===== config.mk =====
export PLATFORM = sky130hd
export DESIGN_NAME = sample_trigger_mc
export DESIGN_NICKNAME = d
export VERILOG_FILES = /design/src/rtl/sample_trigger_mc.sv
export SDC_FILE = /design/constraint.sdc
export NUM_CORES = 1
export LEC_CHECK = 0
export BUFFER_PORTS_ARGS = -buffer_cell sky130_fd_sc_hd__buf_2
export CAP_MARGIN = 15
export CORE_MARGIN = 2
export CORE_UTILIZATION = 35
export CTS_CLUSTER_SIZE = 24
export DETAILED_ROUTE_END_ITERATION = 7
export PLACE_DENSITY = 0.66
export SYNTH_ARGS = -nofsm -noshare
export SYNTH_HDL_FRONTEND = slang
export SYNTH_SLANG_ARGS = --single-unit

===== constraint.sdc =====
create_clock -name i_clock -period 8.48 [get_ports i_clock]
set_input_delay 0.848 -clock i_clock [delete_from_list [all_inputs] [get_ports i_clock]]
set_output_delay 0.848 -clock i_clock [all_outputs]
set_load 0.03 [all_outputs]

===== src/rtl/sample_trigger_mc.sv =====
// Decimates the ADC valid strobe into registered per-channel sample strobes; optional burst/DONE/re-arm under SAMPLE_TRIGGER_BURST_EN.
// Latency: o_valid one cycle after the qualifying valid strobe; no backpressure, status hold overrides everything.
module sample_trigger_mc #(
  parameter int IAGC_STATUS_SIZE = 4,
  parameter int NUM_CHANNELS     = 4,
  parameter int DECIM_WIDTH      = 8,
  parameter int BURST_WIDTH      = 10
) (
  input  logic                        i_clock,
  input  logic                        i_reset_n,
  input  logic [IAGC_STATUS_SIZE-1:0] i_iagc_status,
  input  logic [DECIM_WIDTH-1:0]      i_decim,
  input  logic                        i_adc_data_valid,
  input  logic [NUM_CHANNELS-1:0]     i_gate,
  input  logic [BURST_WIDTH-1:0]      i_burst_len,
  input  logic                        i_arm,
  output logic [NUM_CHANNELS-1:0]     o_valid,
  output logic                        o_busy,
  output logic                        o_done,
  output logic [BURST_WIDTH-1:0]      o_sample_count
);

  typedef enum logic [1:0] {
    S_IDLE = 2'd0,
    S_RUN  = 2'd1
`ifdef SAMPLE_TRIGGER_BURST_EN
    , S_DONE = 2'd2
`endif
  } state_t;

  state_t                  state_q, state_d;
  logic [DECIM_WIDTH-1:0]  decim_q, decim_d;
  logic [DECIM_WIDTH-1:0]  phase_q, phase_d;
  logic [BURST_WIDTH-1:0]  count_q, count_d;
  logic [NUM_CHANNELS-1:0] valid_q, valid_d;
  logic                    busy_q, busy_d;
  logic                    done_q, done_d;

  logic                    hold;
  logic [DECIM_WIDTH-1:0]  ratio_in;
  logic                    run_en;
  logic [DECIM_WIDTH-1:0]  eff_decim;
  logic [DECIM_WIDTH-1:0]  cur_phase;
  logic [BURST_WIDTH-1:0]  cur_count;

`ifdef SAMPLE_TRIGGER_BURST_EN
  logic [BURST_WIDTH-1:0]  burst_q, burst_d;
  logic [BURST_WIDTH-1:0]  eff_burst;
`else
  logic                    unused_burst;
  assign unused_burst = ^{i_arm, i_burst_len};
`endif

  assign hold     = (i_iagc_status == '0) || (i_iagc_status == IAGC_STATUS_SIZE'(1));
  assign ratio_in = (i_decim == '0) ? DECIM_WIDTH'(1) : i_decim;

  always_comb begin
    state_d   = state_q;
    decim_d   = decim_q;
    phase_d   = phase_q;
    count_d   = count_q;
    valid_d   = '0;
    run_en    = 1'b0;
    eff_decim = decim_q;
    cur_phase = phase_q;
    cur_count = count_q;
`ifdef SAMPLE_TRIGGER_BURST_EN
    burst_d   = burst_q;
    eff_burst = burst_q;
`endif

    if (hold) begin
      state_d = S_IDLE;
      phase_d = '0;
      count_d = '0;
    end else begin
      // A start (from IDLE or re-arm) runs the same cycle with fresh settings, so a
      // valid strobe arriving with the start counts as phase 0.
      case (state_q)
        S_IDLE: begin
          run_en    = 1'b1;
          state_d   = S_RUN;
          decim_d   = ratio_in;
          eff_decim = ratio_in;
          cur_phase = '0;
          cur_count = '0;
`ifdef SAMPLE_TRIGGER_BURST_EN
          burst_d   = i_burst_len;
          eff_burst = i_burst_len;
`endif
        end
        S_RUN: run_en = 1'b1;
`ifdef SAMPLE_TRIGGER_BURST_EN
        S_DONE: begin
          if (i_arm) begin
            run_en    = 1'b1;
            state_d   = S_RUN;
            decim_d   = ratio_in;
            eff_decim = ratio_in;
            cur_phase = '0;
            cur_count = '0;
            burst_d   = i_burst_len;
            eff_burst = i_burst_len;
          end
        end
`endif
        default: state_d = S_IDLE;
      endcase

      if (run_en) begin
        phase_d = cur_phase;
        count_d = cur_count;
        if (i_adc_data_valid) begin
          if (cur_phase == eff_decim - DECIM_WIDTH'(1)) begin
            phase_d = '0;
            count_d = cur_count + BURST_WIDTH'(1);
            valid_d = i_gate;
`ifdef SAMPLE_TRIGGER_BURST_EN
            if ((eff_burst != '0) && (count_d == eff_burst)) state_d = S_DONE;
`endif
          end else begin
            phase_d = cur_phase + DECIM_WIDTH'(1);
          end
        end
      end
    end

    busy_d = (state_d == S_RUN);
`ifdef SAMPLE_TRIGGER_BURST_EN
    done_d = (state_d == S_DONE);
`else
    done_d = 1'b0;
`endif
  end

  always_ff @(posedge i_clock or negedge i_reset_n) begin
    if (!i_reset_n) begin
      state_q <= S_IDLE;
      decim_q <= '0;
      phase_q <= '0;
      count_q <= '0;
      valid_q <= '0;
      busy_q  <= 1'b0;
      done_q  <= 1'b0;
`ifdef SAMPLE_TRIGGER_BURST_EN
      burst_q <= '0;
`endif
    end else begin
      state_q <= state_d;
      decim_q <= decim_d;
      phase_q <= phase_d;
      count_q <= count_d;
      valid_q <= valid_d;
      busy_q  <= busy_d;
      done_q  <= done_d;
`ifdef SAMPLE_TRIGGER_BURST_EN
      burst_q <= burst_d;
`endif
    end
  end

  assign o_valid        = valid_q;
  assign o_busy         = busy_q;
  assign o_done         = done_q;
  assign o_sample_count = count_q;

endmodule


Yosys cells after proc, flatten, opt, wreduce, memory -nomap -nowiden:

Cells that the tools add are included.

* latch bits: 0
* input bits: 30
* bits in writable memories: 0
* memories: 0
* bits in registers: 33
* ROM bits: 0

* divide/modulo/power cells: 0
* $add $sub $neg: 3
* reductions and logical operators: 6
* shift-type cells: 0
* bitwise operators: 0
* multiply operators: 0
* multiplexer cells: 23
* order comparisons: 0
* equality and inequality tests: 4

Operators with widths (count)
* 2-to-1 mux 8 bit: 9
* 2-to-1 mux 10 bit: 6
* 2-to-1 mux 4 bit: 4
* adder 10 x 1 -> 10 bit (second input constant): 1
* adder 8 x 1 -> 8 bit (second input constant): 1
* == test 8 bit: 1
* zero test 8 bit: 1
* subtractor 8 x 1 -> 8 bit (second input constant): 1
* == test 2 x 1 -> 1 bit (second input constant): 2
* == test 4 x 1 -> 1 bit (second input constant): 1
* zero test 4 bit: 1
* case mux 2 bit (2 select lines): 1
* zero test 2 bit: 1
* 2-to-1 mux 1 bit: 2
* 2-to-1 mux 2 bit: 1
* nonzero test 2 bit: 1
* OR reduction 2 bit: 1
* logical OR 1 bit: 1

Logic depth before layout (Yosys ltp):

* depth after elaboration: 10
* mapped depth: 15

Worst setup path after synthesis:

OpenSTA, ideal clock, no wires.

* path kind: input to register
* from: input port i_decim[4]
* to: register count_q[5] (netlist: o_sample_count[5])
* setup slack: 4.573 ns
* path buffers: 1
* data required time: 8.343 ns
* stages on the path: 12
* library setup time: 0.137 ns
* data arrival time: 3.770 ns
* cells stage by stage: or4_4 o41a_1 o21bai_1 ha_1 nor3b_1 xor2_1 nor3_1 nor3_1 or4_4 buf_2 o311ai_0 a31oi_1

* longest elaborated chain between the ends: 10

RTL lines
* from (decl): RTL line 12 `input logic [DECIM_WIDTH-1:0] i_decim,`
* zero test 8 bit: RTL line 55 `assign ratio_in = (i_decim == '0) ? DECIM_WIDTH'(1) : i_decim;`
* 2-to-1 mux 8 bit *: RTL line 55
* 2-to-1 mux 8 bit *
* 2-to-1 mux 8 bit *: RTL line 72 `if (hold) begin`
* subtractor 8 x 1 -> 8 bit *: RTL line 114 `if (cur_phase == eff_decim - DECIM_WIDTH'(1)) begin`
* == test 8 bit *: RTL line 114
* 2-to-1 mux 10 bit *: RTL line 114
* 2-to-1 mux 10 bit *: RTL line 113 `if (i_adc_data_valid) begin`
* 2-to-1 mux 10 bit *: RTL line 110 `if (run_en) begin`
* 2-to-1 mux 10 bit *: RTL line 72
* to (signal assigned): RTL line 152 `count_q <= count_d;`
* to (decl): RTL line 34 `logic [BURST_WIDTH-1:0] count_q, count_d;`

Mark *: on every way between the ends. The rest lies on a longest branch, timed or not. The select of a mux whose other input is x is not followed.
A chain may end at the register's enable or synchronous reset.

Worst setup path in the final report:

* from: input port i_decim[4]
* to: register phase_q[5]

* longest elaborated chain between the ends: 10

RTL lines
* zero test 8 bit: RTL line 55
* 2-to-1 mux 8 bit *: RTL line 55
* 2-to-1 mux 8 bit *
* 2-to-1 mux 8 bit *: RTL line 72
* subtractor 8 x 1 -> 8 bit *: RTL line 114
* == test 8 bit *: RTL line 114
* 2-to-1 mux 8 bit *: RTL line 114
* 2-to-1 mux 8 bit *: RTL line 113
* 2-to-1 mux 8 bit *: RTL line 110
* 2-to-1 mux 8 bit *: RTL line 72
* to (signal assigned): RTL line 151 `phase_q <= phase_d;`
* to (decl): RTL line 33 `logic [DECIM_WIDTH-1:0] phase_q, phase_d;`

Marked as above.

==> flow_summary.toml <==
[status]
status = "completed"

[worst_setup_path]
r2r_setup_slack_ns = 4.44
worst_path_largest_cell_delay_ns = 0.60
crit_cells = 13
r2r_start = "state_q[0]"
crit_path_top_delay_cell = "nor3_1"
worstRegToRegCells = 11
worst-endpoint-arrival_ns = 4.41
path_class = "in -> reg"
crit_path_max_fanout = 11
r2r-end = "phase_q[5]"
cp_common_cell = "a31oi_1"
cp_num_buf_inv = 2
crit_path_start_kind = "input pin"
critPathTopFamily = "simple AND/OR/NAND/NOR gates"
cp.required_ns = 8.70
path_cells = "buf_2 -> or4_4 -> o41a_1 -> o21bai_1 -> ha_1 -> nor3b_1 -> o211ai_1 -> a31oi_1 -> nor3_1 -> nor4_2 -> buf_4 -> or4_1 -> a31oi_1"
cp-end-kind = "flip-flop"

[drt]
drt-pass1-iter-count = 4
antenna_left = 0
vias_per_cell = 5.55
wl_um = 4940
dr_total_vias = 1886
drc_errors = 0
drt_iter0_drc = 149
routedWlPerCell_um = 14.5

[timing]
clock.fmax_mhz = 239
tns_ns = 0
drv_slew = 0
finClkSkew_ns = 0.00596
setup_viol = 0
hold_viol = 0
timing.hold.ws_ns = 0.537
min_period_over_period_pct = 49.4
max_slew_margin_pct = 32.2
tightest_slew_ns = 1.01
period_minus_slack_ns = 4.19
rsz0062_at_grt = "false"

[power]
p_per_area_nw_per_um2 = 184
peakVddDrop_uv = 91.1
cellLeakagePower_nw = 1.11

[synthesis]
yosysTopAreaCell = "dfrtp_1"
synthTopCellsByArea = "dfrtp_1 39%, or4_1 4.3%, nand2_1 3.8%"
synth_edf_count = 0
synth_cell_types = 48
async_flop_share_pct = 100
netlist_top_cells_count = "33 x dfrtp_1, 21 x nand2_1, 15 x nor2_1"
synth_top_area_share_pct = 39.5
ys_ff_latch = 33
ys.flop_type = "dfrtp_1"
ys_seq_area_share_pct = 39.5
ys_warn_count = 0
synth.avg_cell_area_um2 = 8.86
syn_inst = 236
yosysMostFrequentCell = "dfrtp_1"
netlist_area_um2 = 2090

[min_path]
min_from = "decim_q[7]"
holdPathStages = 1
hold_path.class = "reg -> reg"
whs_endpoint = "decim_q[7]"

[layout]
area_delta_synth_final_pct = 17.0
nets = 297
regArea_um2 = 826
n_antenna_cell = 0
drive_gt1_share_pct = 21.5
multi_input_area_um2 = 1200
final_area_um2 = 2450
fin_util_pct = 41.8
nFillCells = 588

[clocking]
ctsHoldBuffers = 0
cts_sinks = 33
post-cts-setup-buffer-count = 0
cts_tree = "built"
cts_buffer_depth = 2
worstSkewPairLatency_ns = 0.29
cts_htree_levels = 2
cts.clk_slew.worst_paths_ns = 0.07
cts_root_buf = "clkbuf_8"
cts_buffers = 5
ctsResizeCount = 0

[global_routing]
overflow = 0
grt_pass1_vias = 1797
grt.total_usage_pct = 16.8
grt_pass1_wl_um = 8520
antenna_found_initial = 0
grt_max_degree = 38

[die]
start_util_pct = 35.8
fp.dieH_um = 81.3
pin_count = 46
num_rows = 28
die_area_um2 = 6610
core_area_um2 = 5850
die_w_um = 81.3

[placed_design]
portBuffers = 32
dp_hpwl_um = 3390
gp_congestion = 0.803
place_area_um2 = 2310

[flow_run]
cap_violations = 0
metal layers:
layer | track usage (%) | routed length [um]
met5 | 0 | 0
met2 | 28.1 | 2410
met4 | 6.44 | 74
met3 | 3.67 | 179
met1 | 20.9 | 2280
layout make-up:
class	count	share of cell area, %
multi-input cells	185	48.9
flip-flops and latches	33	33.7
repair buffers	35	7.46
well taps	75	3.83
clock buffers	5	2.81
clock inverters	3	2.66
inverters	4	0.613
placed cells by master (no fill, tap or decap), types with 3 or more instances in the layout:
cell | synthesis | layout
or2_2 | 4 | 4
mux2i_1 | 7 | 7
o211ai_1 | 4 | 4
a21oi_1 | 12 | 12
nand2b_1 | 3 | 3
clkbuf_8 | 0 | 5
and2_1 | 3 | 3
o21a_1 | 3 | 3
buf_4 | 1 | 3
mux2_2 | 6 | 6
dfrtp_1 | 33 | 33
o21ai_0 | 6 | 6
inv_1 | 4 | 4
nand2_1 | 21 | 21
nor3_1 | 7 | 7
ha_1 | 3 | 3
nand4_1 | 9 | 9
xor2_1 | 7 | 7
and3_1 | 7 | 7
nand3_1 | 12 | 12
a31oi_1 | 8 | 8
buf_2 | 4 | 32
nor2_1 | 15 | 15
nor3b_1 | 4 | 4
nor4_1 | 5 | 4
or4_1 | 12 | 12
power breakdown:
group / switching [mW] / internal (mW) / leakage, nW
clock network: 0.0650 / 0.117 / 0.0681
logic: 0.0501 / 0.0357 / 0.608
registers: 0.0143 / 0.169 / 0.433
cell families after synthesis:
logic type               count (synthesis)  share of synthesized area (%)
buffers and inverters                   19                           3.83
AO/OA/AOI/OAI                           49                           15.6
flip-flops                              33                           39.5
multiplexers                            13                           6.58
AND/OR/NAND/NOR                        110                           29.2
XOR/XNOR                                 8                           3.35
adder cells (fa/ha/maj)                  3                           1.79
other                                    1                          0.179
worst max path at each step:
stage	slack [ns]	startpoint	endpoint
final	4.29	i_decim[4]	phase_q[5]
after global routing	4.03	i_decim[4]	o_sample_count[5]
after CTS	4.30	i_decim[4]	phase_q[5]
after detailed placement	4.03	i_decim[4]	phase_q[5]
after global placement	3.99	i_decim[4]	o_sample_count[5]
after floorplan	4.57	i_decim[4]	o_sample_count[5]
metrics by stage:
step	worst slack, ns	power (mW)	std cells
after floorplan	4.57	0.248	237
after global placement	3.99	0.270	332
after detailed placement	4.03	0.272	332
after CTS	4.30	0.455	340
after global routing	4.03	0.473	340
final	4.29	0.451	340
sequential cells by signal, indices dropped and copies added (netlist names):
signal          flops
decim_q             8
o_busy              1
o_sample_count     10
o_valid             4
phase_q             8
state_q             2
(Power assumes the default switching activity.)
